`config.mk`:
```
export PLATFORM = sky130hd
export DESIGN_NAME = ysyx_22050078_mem_arbiter
export DESIGN_NICKNAME = d
export VERILOG_FILES = /design/src/rtl/ysyx_22050078_mem_arbiter.sv
export SDC_FILE = /design/constraint.sdc
export NUM_CORES = 1
export LEC_CHECK = 0
export BUFFER_PORTS_ARGS = -buffer_cell sky130_fd_sc_hd__buf_2
export CORE_AREA = 2 2 208 210
export DETAILED_ROUTE_END_ITERATION = 8
export DIE_AREA = 0 0 210 212
export PLACE_DENSITY = 0.5
export SLEW_MARGIN = 20
export SYNTH_ARGS = -nofsm -noshare
export SYNTH_HDL_FRONTEND = slang
export SYNTH_SLANG_ARGS = --single-unit
```
`constraint.sdc`:
```
create_clock -name clk -period 2.2 [get_ports clk]
set_input_delay 0.11 -clock clk [delete_from_list [all_inputs] [get_ports clk]]
set_output_delay 0.11 -clock clk [all_outputs]
set_load 0.005 [all_outputs]
```
`src/rtl/ysyx_22050078_mem_arbiter.sv`:
```
// ysyx_22050078_mem_arbiter
//
// Shares the single physical-memory port between the instruction-fetch path (IFU) and the
// load/store path (LSU). Only one transaction is in flight at a time. It moves through
// IDLE -> ISSUE -> WAIT -> RESP. The response goes back to whichever requester was granted.
//
// Configuration macro: ARB_RR_EN
//   defined   : round-robin arbitration. A last-grant register picks the requester that was
//               not granted last time.
//   undefined : fixed priority, LSU over IFU.
//
// Ports
//   clk, rst_n          clock (rising edge), asynchronous active-low reset
//   if_req_*            IFU read request (valid/ready/addr)
//   if_rsp_*            IFU response (one-cycle valid pulse, data held until next RESP)
//   ls_req_*            LSU request (valid/ready/addr/wen/wdata/wmask)
//   ls_rsp_*            LSU response (one-cycle valid pulse, data held until next RESP)
//   mem_req_*           request to memory, fields latched at accept
//   mem_rsp_*           response from memory, only observed in WAIT
//   busy_o              high whenever the FSM is not idle
module ysyx_22050078_mem_arbiter #(
    parameter int unsigned ADDR_W = 64,
    parameter int unsigned DATA_W = 64
) (
    input  logic                clk,
    input  logic                rst_n,

    input  logic                if_req_valid_i,
    output logic                if_req_ready_o,
    input  logic [ADDR_W-1:0]   if_req_addr_i,
    output logic                if_rsp_valid_o,
    output logic [DATA_W-1:0]   if_rsp_data_o,

    input  logic                ls_req_valid_i,
    output logic                ls_req_ready_o,
    input  logic [ADDR_W-1:0]   ls_req_addr_i,
    input  logic                ls_req_wen_i,
    input  logic [DATA_W-1:0]   ls_req_wdata_i,
    input  logic [DATA_W/8-1:0] ls_req_wmask_i,
    output logic                ls_rsp_valid_o,
    output logic [DATA_W-1:0]   ls_rsp_data_o,

    output logic                mem_req_valid_o,
    input  logic                mem_req_ready_i,
    output logic [ADDR_W-1:0]   mem_req_addr_o,
    output logic                mem_req_wen_o,
    output logic [DATA_W-1:0]   mem_req_wdata_o,
    output logic [DATA_W/8-1:0] mem_req_wmask_o,
    input  logic                mem_rsp_valid_i,
    input  logic [DATA_W-1:0]   mem_rsp_data_i,

    output logic                busy_o
);

    localparam int unsigned MaskW = DATA_W / 8;

    typedef enum logic [1:0] {StIdle, StIssue, StWait, StResp} state_e;

    state_e              state_q, state_d;
    logic                owner_ls_q, owner_ls_d;   // 1: LSU owns the transaction
    logic [ADDR_W-1:0]   addr_q, addr_d;
    logic                wen_q, wen_d;
    logic [DATA_W-1:0]   wdata_q, wdata_d;
    logic [MaskW-1:0]    wmask_q, wmask_d;
    logic [DATA_W-1:0]   rdata_q, rdata_d;

    logic                idle;
    logic                grant_ls;
    logic                accept;

`ifdef ARB_RR_EN
    logic                last_ls_q, last_ls_d;    // 1: last accept went to LSU
`endif

    assign idle = (state_q == StIdle);

    // grant_ls only matters while idle; IFU wins whenever LSU does not.
`ifdef ARB_RR_EN
    assign grant_ls = ls_req_valid_i && (!if_req_valid_i || !last_ls_q);
`else
    assign grant_ls = ls_req_valid_i;
`endif

    assign ls_req_ready_o = idle && grant_ls;
    assign if_req_ready_o = idle && if_req_valid_i && !grant_ls;
    assign accept         = ls_req_ready_o || if_req_ready_o;

    always_comb begin
        state_d    = state_q;
        owner_ls_d = owner_ls_q;
        addr_d     = addr_q;
        wen_d      = wen_q;
        wdata_d    = wdata_q;
        wmask_d    = wmask_q;
        rdata_d    = rdata_q;
`ifdef ARB_RR_EN
        last_ls_d  = last_ls_q;
`endif
        case (state_q)
            StIdle: begin
                if (accept) begin
                    state_d    = StIssue;
                    owner_ls_d = grant_ls;
`ifdef ARB_RR_EN
                    last_ls_d  = grant_ls;
`endif
                    if (grant_ls) begin
                        addr_d  = ls_req_addr_i;
                        wen_d   = ls_req_wen_i;
                        wdata_d = ls_req_wdata_i;
                        wmask_d = ls_req_wmask_i;
                    end else begin
                        // Instruction fetches are always plain reads.
                        addr_d  = if_req_addr_i;
                        wen_d   = 1'b0;
                        wdata_d = '0;
                        wmask_d = '0;
                    end
                end
            end
            StIssue: begin
                if (mem_req_ready_i) begin
                    state_d = StWait;
                end
            end
            StWait: begin
                if (mem_rsp_valid_i) begin
                    rdata_d = mem_rsp_data_i;
                    state_d = StResp;
                end
            end
            StResp: begin
                state_d = StIdle;
            end
            default: begin
                state_d = StIdle;
            end
        endcase
    end

    always_ff @(posedge clk or negedge rst_n) begin
        if (!rst_n) begin
            state_q    <= StIdle;
            owner_ls_q <= 1'b0;
            addr_q     <= '0;
            wen_q      <= 1'b0;
            wdata_q    <= '0;
            wmask_q    <= '0;
            rdata_q    <= '0;
        end else begin
            state_q    <= state_d;
            owner_ls_q <= owner_ls_d;
            addr_q     <= addr_d;
            wen_q      <= wen_d;
            wdata_q    <= wdata_d;
            wmask_q    <= wmask_d;
            rdata_q    <= rdata_d;
        end
    end

`ifdef ARB_RR_EN
    always_ff @(posedge clk or negedge rst_n) begin
        if (!rst_n) begin
            last_ls_q <= 1'b0;
        end else begin
            last_ls_q <= last_ls_d;
        end
    end
`endif

    assign mem_req_valid_o = (state_q == StIssue);
    assign mem_req_addr_o  = addr_q;
    assign mem_req_wen_o   = wen_q;
    assign mem_req_wdata_o = wdata_q;
    assign mem_req_wmask_o = wmask_q;

    assign if_rsp_valid_o  = (state_q == StResp) && !owner_ls_q;
    assign ls_rsp_valid_o  = (state_q == StResp) && owner_ls_q;
    assign if_rsp_data_o   = rdata_q;
    assign ls_rsp_data_o   = rdata_q;

    assign busy_o          = !idle;

endmodule

```
==> run summary <==
Outcome - complete, no violations
Crit-path leading delay family - flip-flops
Net Sw Frac - 33.1%
Top sig layer - met5
Via-to-Cell Ratio - 4.03
Critical Path Max Stage Delay - 0.41 ns
Fraction of layout cells with a size suffix above 1 - 47.5%
Initial Util - 20.2%
CTS max path bufs - 3
Initial antenna violation count - 3
Synthesized area per cell - 13.0 um^2
Wire length on met1 - 11.5 mm
Max Fanout on Critical Path - 15
Total power - 17600 uW
Worst path bufs/invs - 2
Max-Cap Viols - 0
Internal power - 11800 uW
Core ar. - 42500 um^2
Ant. Diodes - 0
Post-route minimum period - 1.99 ns
Clk pwr share - 22.3%
Root buffer cell - clkbuf_16
Yosys reg bits - 204
Top cell type's share of synthesized area - 59.4%
Gpl congestion - 0.766
Chip Width - 210 um
Worst ir drop on vdd - 0.000543 V
Slew @ Worst Pin - 0.942 ns
Max stage delay cell, worst path - dfrtp_1
Endpoints failing hold - 0
Final setup TNS - 0 ns
Top FF cell, synth - dfrtp_1
Final wirelength - 30.1 mm
IO Port Bufs - 541
DR pass1 iterations - 4
Number of cell rows - 76
Vias in the first global route - 8547
Peak Freq - 503 MHz
Antenna Violating Nets Remaining - 0
Switch Pwr - 5840 uW
Critical Path Sink Type - output port
YS warnings - 0
Io pins - 542
Critical-path cell list - inv_1 > ha_1 > and2_4 > buf_2
Global-route wire length before repair - 45.2 mm
Post-synthesis instance total - 662
GRT Resource Usage Total - 12.9%
Fillers - 4123
Via Count - 8045
Cell Area, Synth - 8590 um^2
Most frequent cells in the layout - buf_2 (539), dlygate4sd3_1 (267), dfrtp_1 (204), a22o_1 (73)
Die area - 44500 um^2
Leakage power - 0.00781 uW
CTS H-tree lvls - 1
Most common cell after layout, fill and taps aside - buf_2
Synth unique cells - 21
Fin nets - 1705
Hold crit path type - in2reg
Sequential area share after synthesis - 59.4%
Reg power frac - 37.8%
Biggest area consumer among synthesized cells - dfrtp_1
Detailed router's first-iteration violation count - 245
Startpoint Class - register
Power Density - 1160 nW/um^2
Arrival time of the worst setup path - 1.88 ns
Grt ovf - 0
TritonCTS clock tree - built
RSZ-0062 raised after global routing - no
Wire length per cell - 15.1 um
Clk slew on worst S/H paths - 0.06 ns
Slew margin rel. - 37.0%
Clk Latency, worst-skew pair - 0.51 ns
Post-synth EDFFs - 0
Ranking of synthesized cells by area - dfrtp_1 (59%), mux2_2 (8.5%), mux2i_1 (7.5%), a22o_1 (7.4%), buf_4 (6.0%)
Hpwl dp - 21.3 mm
WL met3 - 1.98 mm
DR WL met2 - 15.2 mm
Critical path required time - 2.09 ns
Setup violations, final - 0
Die span in y - 212 um
Logic pwr share - 39.9%
CTS Buf Count - 24
Fin crit share - 90.4%
Area Overhead vs Synth - 76.1%
Clock Sink Count - 204
Post-Syn Nets - 937
Drt drc - 0
Fin Clk Skew - 0.00929 ns
Max-slew violation count - 0
Largest net degree at the start of global routing - 75
CP Class - reg2out
Async S/R FF share, synth - 100%
## state kept, by name, indices dropped and copies added, names as in the netlist
name / flops
if_rsp_data_o: 64
mem_req_addr_o: 64
mem_req_wdata_o: 64
mem_req_wmask_o: 8
state_q: 2
mem_req_wen_o: 1
owner_ls_q: 1
## layer usage
metal / vias up / global-route usage [%]
met5: - / 0
met4: 2 / 6.73
met3: 89 / 2.78
met2: 369 / 23.4
met1: 3778 / 14.1
li1: 3807 / -
## what timing repair did
action                                  in CTS  in global routing
setup buffers                                0                  3
endpoints found under the hold margin      268                  0
pin swaps                                    0                  1
endpoints found under the setup margin       1                  1
gates resized for setup                      1                  0
hold buffers                               267                  0
## cell type report
class	instances	area, um^2	area share (%)
multi-input combinational	346	2710	17.9
clock inverter	6	55.1	0.364
inverter	4	15.0	0.0992
clock buffer	38	734	4.85
timing repair buffer	850	5830	38.5
tap	546	683	4.51
sequential	204	5100	33.7
## cell usage after synthesis (2+ instances only)
cell / instances
buf_6: 11
inv_1: 4
nor2_1: 2
dfrtp_1: 204
nor2b_1: 2
a22o_1: 73
buf_2: 20
clkbuf_1: 7
buf_4: 69
ha_1: 4
o21ai_0: 46
mux2_2: 65
nand2_1: 66
o21ai_1: 18
and2_1: 2
mux2i_1: 64
## power by group through the flow
stage | combinational, uW | clock [uW] | sequential (uW)
after floorplan | 3660 | 0 | 6700
after global placement | 6570 | 0 | 6670
after detailed placement | 6690 | 0 | 6660
after CTS | 7070 | 4070 | 6650
after global routing | 7770 | 4250 | 6880
final | 7040 | 3930 | 6660
## final timing paths
| check | start | to | slack (ns) | depth (start not counted) |
|---|---|---|---|---|
| max | state_q[0] | ls_req_ready_o | 0.21 | 4 |
| min | mem_req_ready_i | state_q[0] | 0.05 | 3 |
| max reg2reg | state_q[0] | mem_req_wdata_o[24] | 0.38 | 5 |
| min reg2reg | mem_req_addr_o[4] | mem_req_addr_o[4] | 0.47 | 2 |
| max in group asynchronous | rst_n | mem_req_wdata_o[52] | 1.33 | 3 |
| min in group asynchronous | rst_n | mem_req_addr_o[3] | 0.18 | 2 |
## stage by stage
step / hold slack, ns / cell area, um^2 / setup slack, ns / cells / utilization, %
2_1_floorplan: -0.186 / 8590 / 0.651 / 662 / -
3_3_place_gp: 0.190 / 11600 / 0.334 / 1680 / 27.4
3_5_place_dp: 0.193 / 11600 / 0.243 / 1680 / 27.4
4_1_cts: 0.0181 / 15100 / 0.0325 / 1991 / 35.6
5_1_grt: 0.0484 / 15100 / 0.0930 / 1994 / 35.6
6_report: 0.0523 / 15100 / 0.212 / 1994 / 35.6
## tightest hold or removal path: stages
cell and delay, ns:
buf_2 0.10, nor2b_1 0.15, o32a_1 0.16
## logic make-up (layout without fill, tap and decap cells)
family,Yosys count,in the layout,synth area share (%)
AND/OR/NAND/NOR,72,72,3.26
flip-flops,204,204,59.4
multiplexers,129,129,16.0
AO/OA/AOI/OAI,141,141,11.6
adder cells (fa/ha/maj),4,4,0.582
buffers and inverters,112,898,9.20
Power figures use the tool's default switching activity.
